$ cat config.mk
export PLATFORM = sky130hd
export DESIGN_NAME = recibidor_ctrl
export DESIGN_NICKNAME = d
export VERILOG_FILES = /design/src/rtl/recibidor_ctrl.sv
export SDC_FILE = /design/constraint.sdc
export NUM_CORES = 1
export LEC_CHECK = 0
export ABC_AREA = 1
export ABC_CLOCK_PERIOD_IN_PS = 1800
export BUFFER_PORTS_ARGS = -buffer_cell sky130_fd_sc_hd__buf_4
export CAP_MARGIN = 5
export CORE_MARGIN = 2
export CORE_UTILIZATION = 40
export CTS_BUF_LIST = sky130_fd_sc_hd__clkbuf_16
export DETAILED_ROUTE_END_ITERATION = 12
export PLACE_DENSITY = 0.68
export SLEW_MARGIN = 20
export SYNTH_ARGS = -nofsm -noshare
export SYNTH_HDL_FRONTEND = slang
export SYNTH_SLANG_ARGS = --single-unit
$ cat constraint.sdc
create_clock -name clkRx -period 1.8 [get_ports clkRx]
set_input_delay 0 -clock clkRx [delete_from_list [all_inputs] [get_ports clkRx]]
set_output_delay 0 -clock clkRx [all_outputs]
set_load 0.01 [all_outputs]
$ cat src/rtl/recibidor_ctrl.sv
// recibidor_ctrl: serial-receiver link controller with COM lock, error-window loss of lock, width select and word framing
module recibidor_ctrl #(
  parameter int LOCK_COUNT = 4,
  parameter int ERR_LIMIT  = 4,
  parameter int ERR_WINDOW = 16
) (
  input  logic       clkRx,
  input  logic       rst,
  input  logic       enb,
  input  logic       symValid,
  input  logic [7:0] symData,
  input  logic       k_out,
  input  logic       error_probable,
  input  logic [1:0] widthReq,
  output logic       rxEnb,
  output logic [1:0] dataS,
  output logic       locked,
  output logic       lockLost,
  output logic       wordValid,
  output logic [3:0] errCount
);
  typedef enum logic [1:0] {IDLE, HUNT, ALIGN, LOCKED} state_t;
  localparam logic [3:0] LC = 4'(LOCK_COUNT);
  localparam logic [3:0] LE = 4'(ERR_LIMIT);
  localparam logic [7:0] LW = 8'(ERR_WINDOW);
  state_t     r_state;
  logic [3:0] r_com;
  logic [7:0] r_win;
  logic [2:0] r_word;
  logic       w_com, w_err, w_data, w_lim, w_wend, w_wdone;
  logic [3:0] w_errn, w_comn;
  logic [7:0] w_winn;
  logic [2:0] w_wlen, w_wordn;
  always_comb begin
    w_com   = symValid & k_out & ~error_probable & (symData == 8'hBC);
    w_err   = symValid & error_probable;
    w_data  = symValid & ~k_out & ~error_probable;
    w_comn  = r_com + 4'd1;
    w_errn  = (errCount == 4'd15) ? errCount : errCount + 4'd1;
    w_lim   = w_err & (w_errn >= LE);
    w_winn  = r_win + 8'd1;
    w_wend  = (w_winn == LW);
    w_wlen  = (dataS == 2'b00) ? 3'd1 : (dataS == 2'b01) ? 3'd2 : 3'd4;
    w_wordn = r_word + 3'd1;
    w_wdone = (w_wordn == w_wlen);
  end
  always_ff @(posedge clkRx or negedge rst) begin
    if (!rst) begin
      r_state   <= IDLE;
      r_com     <= 4'd0;
      r_win     <= 8'd0;
      r_word    <= 3'd0;
      rxEnb     <= 1'b0;
      dataS     <= 2'b00;
      locked    <= 1'b0;
      lockLost  <= 1'b0;
      wordValid <= 1'b0;
      errCount  <= 4'd0;
    end else begin
      lockLost  <= 1'b0;
      wordValid <= 1'b0;
      if (!enb) begin
        lockLost <= (r_state == LOCKED);
        r_state  <= IDLE;
        rxEnb    <= 1'b0;
        locked   <= 1'b0;
        r_com    <= 4'd0;
        r_win    <= 8'd0;
        r_word   <= 3'd0;
        errCount <= 4'd0;
      end else begin
        case (r_state)
          IDLE: begin
            r_state <= HUNT;
            rxEnb   <= 1'b1;
          end
          HUNT: if (w_com) begin
            r_state <= ALIGN;
            r_com   <= 4'd1;
          end
          ALIGN: begin
            if (w_err) begin
              r_state <= HUNT;
              r_com   <= 4'd0;
            end else if (w_com) begin
              r_com <= (w_comn == LC) ? 4'd0 : w_comn;
              if (w_comn == LC) begin
                r_state <= LOCKED;
                locked  <= 1'b1;
              end
            end
          end
          LOCKED: if (symValid) begin
            if (w_lim) begin
              r_state  <= HUNT;
              locked   <= 1'b0;
              lockLost <= 1'b1;
              r_win    <= 8'd0;
              errCount <= 4'd0;
              r_word   <= 3'd0;
            end else begin
              // the limit check above already ran, so the window end may clear the errors
              r_win    <= w_wend ? 8'd0 : w_winn;
              errCount <= w_wend ? 4'd0 : (w_err ? w_errn : errCount);
              if (w_com && widthReq != 2'b11) dataS <= widthReq;
              r_word    <= (w_data && !w_wdone) ? w_wordn : 3'd0;
              wordValid <= w_data & w_wdone;
            end
          end
        endcase
      end
    end
  end
endmodule

Word-level counts from Yosys, hierarchy flattened
Index checks and enable logic that the tools add are counted.

Flip-flop bits (word level): 27.

Add/subtract/negate cells: 4. Magnitude comparators: 1. Equal/unequal tests: 24. Multiplexer cells: 50. Bitwise operators: 11. Reductions and logical operators: 11.

Operator list (number): 4-bit two-way mux (12); 8-bit two-way mux (5); 3-bit two-way mux (7); 3-bit != test (second input constant) (6); 1-bit two-way mux (16); 2-bit two-way mux (7); 5-bit AND reduction (2); 4-bit by 1-bit adder with 4-bit output (second input constant) (2); 8-bit by 1-bit adder with 8-bit output (second input constant) (1); 1-bit bitwise AND (8); 8-bit by 5-bit equality test with 1-bit output (second input constant) (1); 8-bit equality test (second input constant) (1); 4-bit != test (second input constant) (2); 2-bit one-hot mux with 4 select lines (1); 4-bit one-hot mux with 2 select lines (1); 2-bit by 1-bit != test with 1-bit output (second input constant) (3); 3-bit by 1-bit != test with 1-bit output (second input constant) (2); 3-bit AND reduction (2); 6-bit AND reduction (1); 2-bit by 1-bit equality test with 1-bit output (second input constant) (2); 2-bit equality test (second input constant) (2); 4-bit by 3-bit equality test with 1-bit output (second input constant) (1); 4-bit equality test (second input constant) (1); 4-bit by 3-bit >= comparator with 1-bit output (second input constant) (1); 10 further kinds (14).

Logic depth before layout (Yosys ltp)
Gate-level depths: netlist of run 1.

Word-level depth: 11. Gate-level depth with buffers: 11.

Worst setup path after synthesis of run 1
Ideal clock, no wire load.

Path type: register to register. From: register r_win[0]. To: register errCount[0]. Setup time: 117 ps. Arrival time: 1416 ps. Required time: 1683 ps. Slack: 267 ps. Cell stages (with the launch flop): 12. Path buffers: 0. Clock period less this slack: 1533 ps. Cells stage by stage: dfrtp_1 -> ha_1 -> nand2_1 -> inv_1 -> nand3_1 -> nand2_2 -> nor2_4 -> nand2_2 -> o21bai_4 -> nand2_2 -> nand2_1 -> nand2_1.

Cells in the longest elaborated chain, start to end: 7. Elaborated cells on any way between the ends: 9.

Ends and longest elaborated chain: from (decl) (RTL line 28) `logic [7:0] r_win;`; from (signal assigned) (RTL line 103) `r_win <= w_wend ? 8'd0 : w_winn;`; 8-bit by 1-bit adder with 8-bit output (*) (RTL line 41) `w_winn = r_win + 8'd1;`; 8-bit by 5-bit equality test with 1-bit output (*) (RTL line 42) `w_wend = (w_winn == LW);`; 4-bit two-way mux (RTL line 104) `errCount <= w_wend ? 4'd0 : (w_err ? w_errn : errCount);`; 4-bit two-way mux (RTL line 94) `if (w_lim) begin`; 4-bit two-way mux (RTL line 93) `LOCKED: if (symValid) begin`; 4-bit two-way mux (RTL line 72) `case (r_state)`; 4-bit two-way mux (RTL line 62) `if (!enb) begin`; to (signal assigned) (RTL line 104); to (decl) (RTL line 20) `output logic [3:0] errCount`.

Every way passes the cells marked *; elsewhere a longest branch is shown, timed or not. The select of a mux whose other input is x is not followed. A chain may end at the register's enable or synchronous reset.

Worst setup path after layout of run 1
Ends and elaborated chain as after synthesis.

==> results_dict.tcl, run 1 <==
set metrics [dict create \
    max_clock_freq_mhz 612 \
    synth_area_leaders "dfrtp_1, nand2_1, ha_1" \
    io_buffers 25 \
    synth.distinct_cells 26 \
    fp.coreArea_sq_um 4000 \
    grt_usage_pct 16.5 \
    place_area_sq_um 1920 \
    drt_first_pass_iters 4 \
    crit_type "reg -> reg" \
    post_drt_wl_per_cell_um 11.5 \
    fin_nets 275 \
    fin_crit_ns 1.63 \
    crit_fanout 5 \
    syn-num-nets 241 \
    status "complete, but fails checks" \
    grt_pass1_vias 1371 \
    synth_top_area_share_pct 40.8 \
    powerDensity_nw_per_um2 920 \
    wl_met2_um 1670 \
    critPathTopFamily "simple AND/OR/NAND/NOR gates" \
    viasPerCell 4.99 \
    placedCellCount 292 \
    fin_worst_skew_ns 0.00169 \
    slew_headroom_pct 77.3 \
    antenna_found_initial 0 \
    max-cap-violations 0 \
    cts_root_buffer "clkbuf_16" \
    met1_length_um 1620 \
    rsz0062_at_grt "false" \
    hold_slack_ns -0.00554 \
    synth_area_sq_um 1660 \
    vias 1492 \
    design_area_sq_um 2030 \
    min-delay-path-class "in -> reg" \
    cpPeakStageDelay_ns 0.43 \
    final_common_cell "nand2_1" \
    finalSetupTns_ns 0 \
    routabilityCongestion 0.806 \
    crit_chain "ha_2 > nand2_1 > inv_1 > nand3_1 > nand2_2 > nor2_4 > nand2_2 > o21bai_4 > nand2_2 > nand2_1 > nand2_1" \
    finalCritPeriodShare_pct 90.7 \
    drc_errors 0 \
    io_pins 26 \
    dp_hpwl_um 2700 \
    detail-route-antenna-nets 0 \
    slowest_stage "dfrtp_1" \
    grt_pass1_wl_um 5820 \
    cts_max_path_buffers 2 \
    drv_slew 0 \
    utilization_pct 50.7 \
    synth_cells 216 \
    cp_num_buf_inv 1 \
    grt_max_degree 28 \
    dieArea_sq_um 4680 \
    cts.sinks 27 \
    critPathLaunchType "register" \
    hold_viol_final 1 \
    arrival_ns 1.78 \
    worstSkewPairLatency_ns 0.26 \
    cts_buffers 3 \
    worst_setup_path_end_kind "register" \
    drive_gt1_share_pct 20.1 \
    p_leak_nw 1.03 \
    ys_ff_latch 27 \
    final_cell_mix "nand2_1, buf_4, dfrtp_1" \
    yosysSeqAreaShare_pct 40.8 \
    antenna_cells 0 \
    syn_area_per_cell_sq_um 7.68 \
    violations "negative hold slack" \
    die_w_um 68.4 \
    required_ns 1.95 \
    cts_tree "done" \
    clk_pin_slew_worst_paths_ns 0.06 \
    wirelength_um 3430 \
    area_growth_pct 22.4 \
    rows 23 \
    top_layer "met4" \
    die_h_um 68.4 \
    initial_core_util_pct 41.4 \
    fill_cells 408 \
    drt-initial-drc-count 70 \
    htreeDepth 1 \
    met3_length_um 89 \
    setup_violations 0 \
    ir_drop_mv 0.457 \
    worst_pin_slew_ns 0.340 \
    ys_warn_count 0 \
    synth_top_cell_by_area "dfrtp_1" \
    instances_no_fill 299 \
    grt_overflow 0 \
]
kinds of logic after synthesis:
group,synth area share (%)
DFF,40.8
AOI/OAI and AO/OA,10.6
buffers and inverters,5.74
adders and majority gates,6.79
and+or+nand+nor,34.0
xor gates and xnor gates,2.11
registers in the layout, summed over array words and instances (netlist names):
name       count
r_win          8
errCount       4
r_com          4
r_word         3
dataS          2
r_state        2
lockLost       1
locked         1
rxEnb          1
wordValid      1
cells in the mapped netlist:
library cell  instances
o21ai_0               8
o21ai_2               1
xnor2_1               2
inv_1                21
nand3_1              15
nor2_4                1
nand4_1               5
a21oi_1              10
dfrtp_1              27
o21ai_1               4
o21bai_4              1
nand2_2               7
nor3b_1               2
nand3_2               3
o21bai_2              1
nor2_2                1
nand2_1              70
o22ai_1               3
buf_2                 1
nand4_2               2
ha_1                  9
o21bai_1              1
inv_2                 1
buf_4                 1
xor2_1                2
nor2_1               17
routing by layer:
metal	vias up	GRT usage, %
li1	766	-
met2	23	27.8
met3	5	2.47
met4	0	5.50
met5	-	0
met1	698	21.4
metrics by stage:
stage / setup slack [ns] / total power, mW
2_1_floorplan: 0.267 / 1.18
3_3_place_gp: 0.162 / 1.37
3_5_place_dp: 0.111 / 1.38
4_1_cts: 0.107 / 1.88
5_1_grt: 0.0425 / 2.01
6_report: 0.167 / 1.87
worst paths after layout:
path / start / end / slack (ns) / depth (start not counted)
setup / recovery: r_win[0]$_DFFE_PN0P_ / errCount[0]$_DFFE_PN0P_ / 0.17 / 11
hold / removal: widthReq[0] / dataS[0]$_DFFE_PN0P_ / -0.006 / 3
setup reg to reg: r_win[0]$_DFFE_PN0P_ / errCount[0]$_DFFE_PN0P_ / 0.17 / 11
hold reg to reg: locked$_DFFE_PN0P_ / locked$_DFFE_PN0P_ / 0.48 / 2
max in group asynchronous: rst / r_com[3]$_DFFE_PN0P_ / 1.36 / 2
min in group asynchronous: rst / r_win[6]$_DFFE_PN0P_ / 0.19 / 2
report_power, final:
| part | total (mW) | switching [mW] | internal, mW |
|---|---|---|---|
| clock network | 0.492 | 0.195 | 0.297 |
| logic | 0.566 | 0.317 | 0.248 |
| registers | 0.810 | 0.108 | 0.701 |
| total | 1.87 | 0.620 | 1.25 |
worst min-delay path: cells and delay by family:
family	cells	cell delay, ns
simple gates	2	0.13
buf+inv	1	0.09
area by class of cell:
class	instances	area, sq um	area share [%]
timing repair buffer	31	240	11.8
clock buffer	3	75.1	3.70
clock inverter	1	3.75	0.185
tap	50	62.6	3.08
multi-input combinational	165	890	43.8
inverter	22	82.6	4.07
sequential	27	676	33.3
timing repair:
| action | CTS | global route |
|---|---|---|
| setup buffers | 0 | 0 |
| endpoints found under the setup margin | 0 | 1 |
| hold endpoints to repair | 29 | 0 |
| resized for setup | 0 | 1 |
| hold buffers | 3 | 0 |
No activity file was read; power rests on OpenSTA's default activity.
==> run 2, diff against run 1 <==
--- a/config.mk
+++ b/config.mk
@@ -12,9 +12,9 @@
 export CORE_MARGIN = 2
 export CORE_UTILIZATION = 40
 export CTS_BUF_LIST = sky130_fd_sc_hd__clkbuf_16
+export CTS_CLUSTER_DIAMETER = 60
 export DETAILED_ROUTE_END_ITERATION = 12
-export PLACE_DENSITY = 0.68
-export SLEW_MARGIN = 20
+export PLACE_DENSITY = 0.67
 export SYNTH_ARGS = -nofsm -noshare
 export SYNTH_HDL_FRONTEND = slang
 export SYNTH_SLANG_ARGS = --single-unit
==> results_dict.tcl, run 2 (synthesis gave the netlist of run 1 again) <==
set metrics [dict create \
    drt-initial-drc-count 42 \
    crit_fanout 4 \
    ir_drop_mv 0.672 \
    detail-route-antenna-nets 0 \
    multi_input_area_sq_um 892 \
    rows 23 \
    cts_max_path_buffers 2 \
    max_clock_freq_mhz 599 \
    design_area_sq_um 2040 \
    met1_usage_pct 22.6 \
    worst_setup_path_end_kind "register" \
    antenna_found_initial 0 \
    fp.coreArea_sq_um 4000 \
    hold_slack_ns -0.00380 \
    vias 1495 \
    fill_cells 408 \
    clk_pin_slew_worst_paths_ns 0.07 \
    grt_pass1_wl_um 6240 \
    routabilityCongestion 0.834 \
    cts.sinks 27 \
    instances_no_fill 300 \
    die_h_um 68.4 \
    area_growth_pct 23.2 \
    drc_errors 0 \
    initial_core_util_pct 41.4 \
    slew_headroom_pct 77.2 \
    fin_worst_skew_ns 0.00170 \
    cts_buffers 3 \
    antenna_cells 0 \
    crit_type "reg -> reg" \
    grt_max_degree 28 \
    htreeDepth 1 \
    final_common_cell "nand2_1" \
    viasPerCell 4.98 \
    busiest_layer "met2" \
    regMostFlops "r_win" \
    grt_pass1_vias 1455 \
    status "complete, but fails checks" \
    largest_register_ffs 8 \
    final_cell_mix "nand2_1, buf_4, dfrtp_1" \
    min-delay-path-class "in -> reg" \
    dp_hpwl_um 2660 \
    finalSetupTns_ns 0 \
    wirelength_um 3530 \
    startpoint "r_win[0]$_DFFE_PN0P_" \
    drt_first_pass_iters 4 \
    arrival_ns 1.82 \
    grt_usage_pct 17.8 \
    placedCellCount 292 \
    fin_nets 276 \
    setup_violations 0 \
    finalCritPeriodShare_pct 92.7 \
    largestRegisters "r_win x8, errCount x4, r_com x4" \
    place_area_sq_um 1920 \
    rsz0062_at_grt "false" \
    critPathLaunchType "register" \
    dieArea_sq_um 4680 \
    cts_root_buffer "clkbuf_16" \
    post_drt_wl_per_cell_um 11.8 \
    powerDensity_nw_per_um2 927 \
    fin_crit_ns 1.67 \
    power_mw 1.89 \
    hold_viol_final 1 \
    worstSkewPairLatency_ns 0.26 \
    r2r_start "r_win[0]$_DFFE_PN0P_" \
    required_ns 1.95 \
    die_w_um 68.4 \
    io_pins 26 \
    hp-start "widthReq[1]" \
    drive_gt1_share_pct 20.8 \
    drv_slew 0 \
    worst_pin_slew_ns 0.343 \
    grtUsageMet2_pct 30.0 \
    ff_latch_area_sq_um 676 \
    grt_overflow 0 \
    io_buffers 25 \
    cts_tree "done" \
    met3_usage_pct 3.78 \
    violations "negative hold slack" \
    max-cap-violations 0 \
    p_leak_nw 1.03 \
]
## run 2: repair_timing
| item | 4_1_cts | 5_1_grt |
|---|---|---|
| hold buffers | 3 | 0 |
| endpoints found under the setup margin | 0 | 3 |
| hold endpoints to repair | 29 | 0 |
| gates resized for setup | 0 | 3 |
| buffers inserted | 0 | 1 |
## run 2: area by class of cell
class                   instances  share of cell area, %
multi-input cells             165                   43.7
flip-flops and latches         27                   33.1
repair buffers                 32                   12.1
inverters                      22                   4.17
clock buffers                   3                   3.68
well taps                      50                   3.06
clock inverters                 1                  0.184
## run 2: metal layers
layer | part of all wire (%) | vias up | wire [um]
met5 | 0 | - | 0
met4 | 1.4 | 0 | 51
met3 | 3.7 | 9 | 129
met2 | 49 | 28 | 1730
met1 | 46 | 688 | 1620
li1 | - | 770 | -
## run 2: stage by stage
| step | setup slack (ns) | util, % |
|---|---|---|
| 2_1_floorplan | 0.267 | - |
| 3_3_place_gp | 0.141 | 48.0 |
| 3_5_place_dp | 0.112 | 48.0 |
| 4_1_cts | 0.0592 | 50.7 |
| 5_1_grt | 0.0204 | 51.0 |
| 6_report | 0.131 | 51.0 |
## run 2: where the power goes
| group | switching [mW] | leakage [nW] | internal [mW] |
|---|---|---|---|
| combinational | 0.321 | 0.626 | 0.254 |
| clock | 0.212 | 0.0423 | 0.298 |
| sequential | 0.108 | 0.364 | 0.701 |
## run 2: critical path: stages (launching register included)
cell,delay [ns]
dfrtp_1,0.42
ha_2,0.22
nand2_1,0.10
inv_1,0.08
nand3_1,0.09
nand2_2,0.09
nor2_4,0.14
nand2_2,0.07
o21bai_4,0.15
nand2_2,0.07
nand2_1,0.06
nand2_1,0.05
## run 2: final timing paths
path / end / slack [ns] / depth (start not counted)
min in group asynchronous: r_win[3]$_DFFE_PN0P_ / 0.19 / 2
max in group asynchronous: r_win[1]$_DFFE_PN0P_ / 1.36 / 2
hold reg to reg: locked$_DFFE_PN0P_ / 0.48 / 2
hold / removal: dataS[1]$_DFFE_PN0P_ / -0.004 / 3
setup reg to reg: errCount[0]$_DFFE_PN0P_ / 0.13 / 11
setup / recovery: errCount[0]$_DFFE_PN0P_ / 0.13 / 11
